$ cat config.mk
export PLATFORM = sky130hd
export DESIGN_NAME = ex_mem
export DESIGN_NICKNAME = d
export VERILOG_FILES = /design/src/rtl/cpu_pkg.sv /design/src/rtl/ex_mem.sv
export SDC_FILE = /design/constraint.sdc
export NUM_CORES = 1
export LEC_CHECK = 0
export ABC_AREA = 1
export CAP_MARGIN = 20
export CORE_UTILIZATION = 31
export CTS_CLUSTER_DIAMETER = 50
export DETAILED_ROUTE_END_ITERATION = 16
export PLACE_DENSITY_LB_ADDON = 0.08
export SLEW_MARGIN = 10
export SYNTH_ARGS = -nofsm -noshare
export SYNTH_HDL_FRONTEND = slang
export SYNTH_SLANG_ARGS = --single-unit
export TNS_END_PERCENT = 10
$ cat constraint.sdc
create_clock -name clk -period 0.8 [get_ports clk]
set_input_delay 0.12 -clock clk [delete_from_list [all_inputs] [get_ports clk]]
set_output_delay 0.12 -clock clk [all_outputs]
set_load 0.02 [all_outputs]
$ cat src/rtl/cpu_pkg.sv
// Common CPU-wide widths shared by the pipeline stage registers.
package cpu_pkg;
    localparam int DATA_W     = 32;
    localparam int REG_W      = 5;
    localparam int MEMTOREG_W = 2;
endpackage

$ cat src/rtl/ex_mem.sv
// EX/MEM pipeline register: one-cycle capture of EX results and control,
// with flush turning the captured instruction into a bubble.
module ex_mem
    import cpu_pkg::*;
(
    input  logic                  clk,
    input  logic                  rst,
    input  logic                  EX_Flush,
    input  logic                  RegWrite_in,
    input  logic [MEMTOREG_W-1:0] MemtoReg_in,
    input  logic                  Branch_in,
    input  logic                  MemRead_in,
    input  logic                  MemWrite_in,
    input  logic                  Jump_in,
    input  logic [DATA_W-1:0]     jump_addr_in,
    input  logic [DATA_W-1:0]     branch_addr_in,
    input  logic                  ALU_zero_in,
    input  logic [DATA_W-1:0]     ALU_result_in,
    input  logic [DATA_W-1:0]     reg_read_data_2_in,
    input  logic [REG_W-1:0]      ID_EX_RegisterRd_in,
    output logic                  RegWrite_out,
    output logic [MEMTOREG_W-1:0] MemtoReg_out,
    output logic                  Branch_out,
    output logic                  MemRead_out,
    output logic                  MemWrite_out,
    output logic                  Jump_out,
    output logic [DATA_W-1:0]     jump_addr_out,
    output logic [DATA_W-1:0]     branch_addr_out,
    output logic                  ALU_zero_out,
    output logic [DATA_W-1:0]     ALU_result_out,
    output logic [DATA_W-1:0]     reg_read_data_2_out,
    output logic [REG_W-1:0]      EX_MEM_RegisterRd_out
);
    localparam int CTRL_W = MEMTOREG_W + 5;

    logic [CTRL_W-1:0] w_ctrl_in;
    logic [CTRL_W-1:0] w_ctrl_d;
    logic [CTRL_W-1:0] r_ctrl;
    logic [DATA_W-1:0] r_jump_addr;
    logic [DATA_W-1:0] r_branch_addr;
    logic              r_alu_zero;
    logic [DATA_W-1:0] r_alu_result;
    logic [DATA_W-1:0] r_rd2;
    logic [REG_W-1:0]  r_rd;

    assign w_ctrl_in = {RegWrite_in, MemtoReg_in, Branch_in, MemRead_in, MemWrite_in, Jump_in};
    // A flushed instruction keeps its data but loses every side effect.
    assign w_ctrl_d  = EX_Flush ? '0 : w_ctrl_in;

    always_ff @(posedge clk) begin
        if (rst) begin
            r_ctrl        <= '0;
            r_jump_addr   <= '0;
            r_branch_addr <= '0;
            r_alu_zero    <= 1'b0;
            r_alu_result  <= '0;
            r_rd2         <= '0;
            r_rd          <= '0;
        end else begin
            r_ctrl        <= w_ctrl_d;
            r_jump_addr   <= jump_addr_in;
            r_branch_addr <= branch_addr_in;
            r_alu_zero    <= ALU_zero_in;
            r_alu_result  <= ALU_result_in;
            r_rd2         <= reg_read_data_2_in;
            r_rd          <= ID_EX_RegisterRd_in;
        end
    end

    assign {RegWrite_out, MemtoReg_out, Branch_out, MemRead_out, MemWrite_out, Jump_out} = r_ctrl;
    assign jump_addr_out         = r_jump_addr;
    assign branch_addr_out       = r_branch_addr;
    assign ALU_zero_out          = r_alu_zero;
    assign ALU_result_out        = r_alu_result;
    assign reg_read_data_2_out   = r_rd2;
    assign EX_MEM_RegisterRd_out = r_rd;
endmodule

; ---- After elaboration in Yosys (flattened, before gate mapping)
; Cells that the tools add are included.
[word_totals]
out_inout_bits = 141
register_bits = 141
word_cells = 8
in_bits = 144
[op_classes]
reduce_logical = 1
[ops]
columns = op, n
row1 = OR reduction 2 bit, 1

; ---- Logic depth before layout (Yosys ltp)
[depth]
depth_word = 1
mapped_depth = 4
mapped_depth_nobuf = 3

; ---- Worst setup path before layout
; OpenSTA, ideal clock, no wires.
[synth_path]
path_type = input port to flip-flop
from = input rst
to = register r_branch_addr[10], in the netlist branch_addr_out[10]
path_stages = 4
path_slack_ps = 140
required_ps = 736
path_buffers = 3
t_arrival_ps = 596
setup_time_ps = 64
cell_sequence = buf_4 buf_6 buf_6 nor2_1
[synth_lines]
columns = item, line_no
row1 = start: declaration, ex_mem.sv:7  ; input logic rst,
row2 = end signal: assignment, ex_mem.sv:62  ; r_branch_addr <= branch_addr_in;
row3 = end: declaration, ex_mem.sv:40  ; logic [DATA_W-1:0] r_branch_addr;
; No word-level cell between the ends.

; ---- Worst setup path after layout
[layout_path]
from = register r_jump_addr[13], in the netlist jump_addr_out[13]
to = output jump_addr_out[13]
[layout_lines]
columns = item, line_no
row1 = start: declaration, ex_mem.sv:39  ; logic [DATA_W-1:0] r_jump_addr;
row2 = start signal: assignment, ex_mem.sv:61  ; r_jump_addr <= jump_addr_in;
row3 = end: declaration, ex_mem.sv:27  ; output logic [DATA_W-1:0] jump_addr_out,
; No word-level cell between the ends.

==> results.json <==
{
  "fin_crit_sh": 1.22,
  "min_from": "rst",
  "path_delay_family": "flip-flops",
  "cp.arrival_ps": 850,
  "seqPwrFrac": 0.401,
  "fmax_mhz": 1030,
  "ys_types": 7,
  "synthesis.area_mm2": 0.00401,
  "synth_seq_area_share": 0.703,
  "p_int_mw": 15.0,
  "final_common_cell": "inv_1",
  "syn2layout_area_growth_pct": 101,
  "synthTopCellsByArea": "dfxtp_1 70%, inv_1 13%, nor2_1 13%, buf_6 2.0%, buf_2 0.87%",
  "slew_headroom": 0.851,
  "synth.net_count": 585,
  "slowest_stage": "dfxtp_2",
  "cts_setup_buffers": 0,
  "failed_checks": "setup timing",
  "viasPerCell": 3.82,
  "cp-start-kind": "flop",
  "fin_nets": 879,
  "end_kind": "output pin",
  "grt_pass1_wl_um": 16400,
  "grt_overflow": 0,
  "grt_pass1_vias": 3413,
  "initial_core_util": 0.318,
  "power.density_mw_per_mm2": 2370,
  "drt_iter0_drc": 123,
  "dieHeight_um": 116,
  "vias": 3509,
  "p_clk_frac": 0.470,
  "layout_common_cells": "143 x inv_1, 142 x clkdlybuf4s50_1, 141 x dfxtp_2, 141 x nor2_1, 141 x buf_6",
  "yosysTopAreaCell": "dfxtp_1",
  "critical_path_class": "flop to output pin",
  "yosysWarnings": 0,
  "ir_drop_mv": 1.68,
  "wire_per_inst_um": 12.4,
  "drive_above_1_share": 0.424,
  "antenna-diode-count": 0,
  "cpPeakStageDelay_ps": 320,
  "syn_inst": 441,
  "cts_max_level": 4,
  "place.gp.congestion": 0.700,
  "whs_ps": 182,
  "switching_power_mw": 4.01,
  "syn_avg_cell_area_um2": 9.10,
  "antenna_found_initial": 0,
  "die_x_um": 116,
  "sw_frac_of_total": 0.210,
  "numCtsBuffers": 17,
  "core_area_mm2": 0.0126,
  "power_frac_comb": 0.128,
  "grt_start_max_net_pins": 44,
  "cap_violations": 0,
  "postPlaceCellArea_mm2": 0.00701,
  "root_buffer": "clkbuf_16",
  "rsz0062_at_grt": "yes",
  "totalWireLength_um": 11400,
  "port_buffers": 284,
  "rows": 41,
  "cts_sinks": 141,
  "layout_setup_ws_ps": -175,
  "hpwl_um": 8580,
  "finalHoldViolations": 0,
  "total_power_mw": 19.0,
  "first_pass_iters": 4,
  "clk_path_buf_depth": 2,
  "path_clk_slew_ps": 60,
  "synth-seq-cells": 141,
  "setup_viol": 141,
  "cts_tree": "built",
  "path_cells": "buf_6",
  "total_leakage_power_nw": 4.03,
  "critPathLaunch": "jump_addr_out[13]",
  "hp-class": "input pin to flop",
  "tightest_slew_ps": 223,
  "finalCriticalPeriod_ps": 975,
  "grt.total_usage": 0.169,
  "drv_slew": 0,
  "status": "complete, but fails checks",
  "cp_max_fo": 1,
  "drc_errors": 0,
  "io_pins": 285,
  "worst_ep_required_time_ps": 680,
  "postRouteAntennaNets": 0,
  "synth_top_area_share": 0.703,
  "final_area_mm2": 0.00805,
  "pre_cts_slack_ps": -261,
  "die_area_mm2": 0.0134,
  "path_buf_inv": 1
}
==> path summary, 6_finish.rpt <==
| path | end | slack (ps) | depth (start not counted) |
|---|---|---|---|
| setup / recovery | jump_addr_out[13] | -170 | 1 |
| hold / removal | ALU_result_out[9] | 180 | 3 |
==> cells in the mapped netlist <==
| library cell | n |
|---|---|
| inv_1 | 143 |
| dfxtp_1 | 141 |
| nor2_1 | 141 |
| buf_2 | 7 |
| buf_6 | 7 |
| buf_4 | 1 |
| nand2_1 | 1 |
==> kinds of logic after synthesis <==
logic type | count (synthesis) | synth area share
buffers and inverters | 158 | 0.164
AND/OR/NAND/NOR | 142 | 0.133
flip-flops | 141 | 0.703
==> power groups by stage <==
stage	Combinational [mW]	Sequential (mW)	Clock, mW
finish	2.45	7.64	8.96
global route	2.62	7.67	9.47
CTS	2.48	7.64	9.15
detailed placement	2.38	7.65	0
global placement	2.37	7.64	0
floorplan	0.388	8.13	0
==> layer usage <==
| layer | track usage | up-vias | share of wire |
|---|---|---|---|
| met3 | 0.107 | 17 | 0.14 |
| met2 | 0.298 | 190 | 0.50 |
| met4 | 0.0872 | 0 | 0.023 |
| met5 | 0 | - | 0 |
| met1 | 0.147 | 1534 | 0.33 |
| li1 | - | 1768 | - |
==> state kept, by name, summed over array words and instances, names as in the netlist <==
name                   cells
reg_read_data_2_out       32
ALU_result_out            32
r_ctrl                     7
jump_addr_out             32
EX_MEM_RegisterRd_out      5
branch_addr_out           32
ALU_zero_out               1
==> final cells by class <==
type / count / area, µm²
inverters: 143 / 537
repair buffers: 290 / 3090
fillers: 1060 / 4570
clock inverters: 12 / 243
flip-flops and latches: 141 / 3000
multi-input cells: 142 / 533
clock buffers: 19 / 433
well taps: 172 / 215
==> tightest hold or removal path: stages <==
cell and delay, ps:
buf_4 150, buf_4 220, nor2_1 60
==> stage by stage <==
stage / utilization / setup TNS (ps) / std cells
6_report: 0.638 / -22730 / 919
5_1_grt: 0.638 / -27360 / 919
4_1_cts: 0.638 / -26180 / 919
3_5_place_dp: 0.556 / -31420 / 887
3_3_place_gp: 0.556 / -31190 / 887
2_1_floorplan: - / 0 / 441
==> timing repair <==
item,4_1_cts,5_1_grt
setup endpoints to repair,141,141
gates resized for setup,985,3
hold endpoints to repair,4,0
hold buffers,1,0
cloned,0,0
Note: power is estimated with default switching activity, not from simulation.
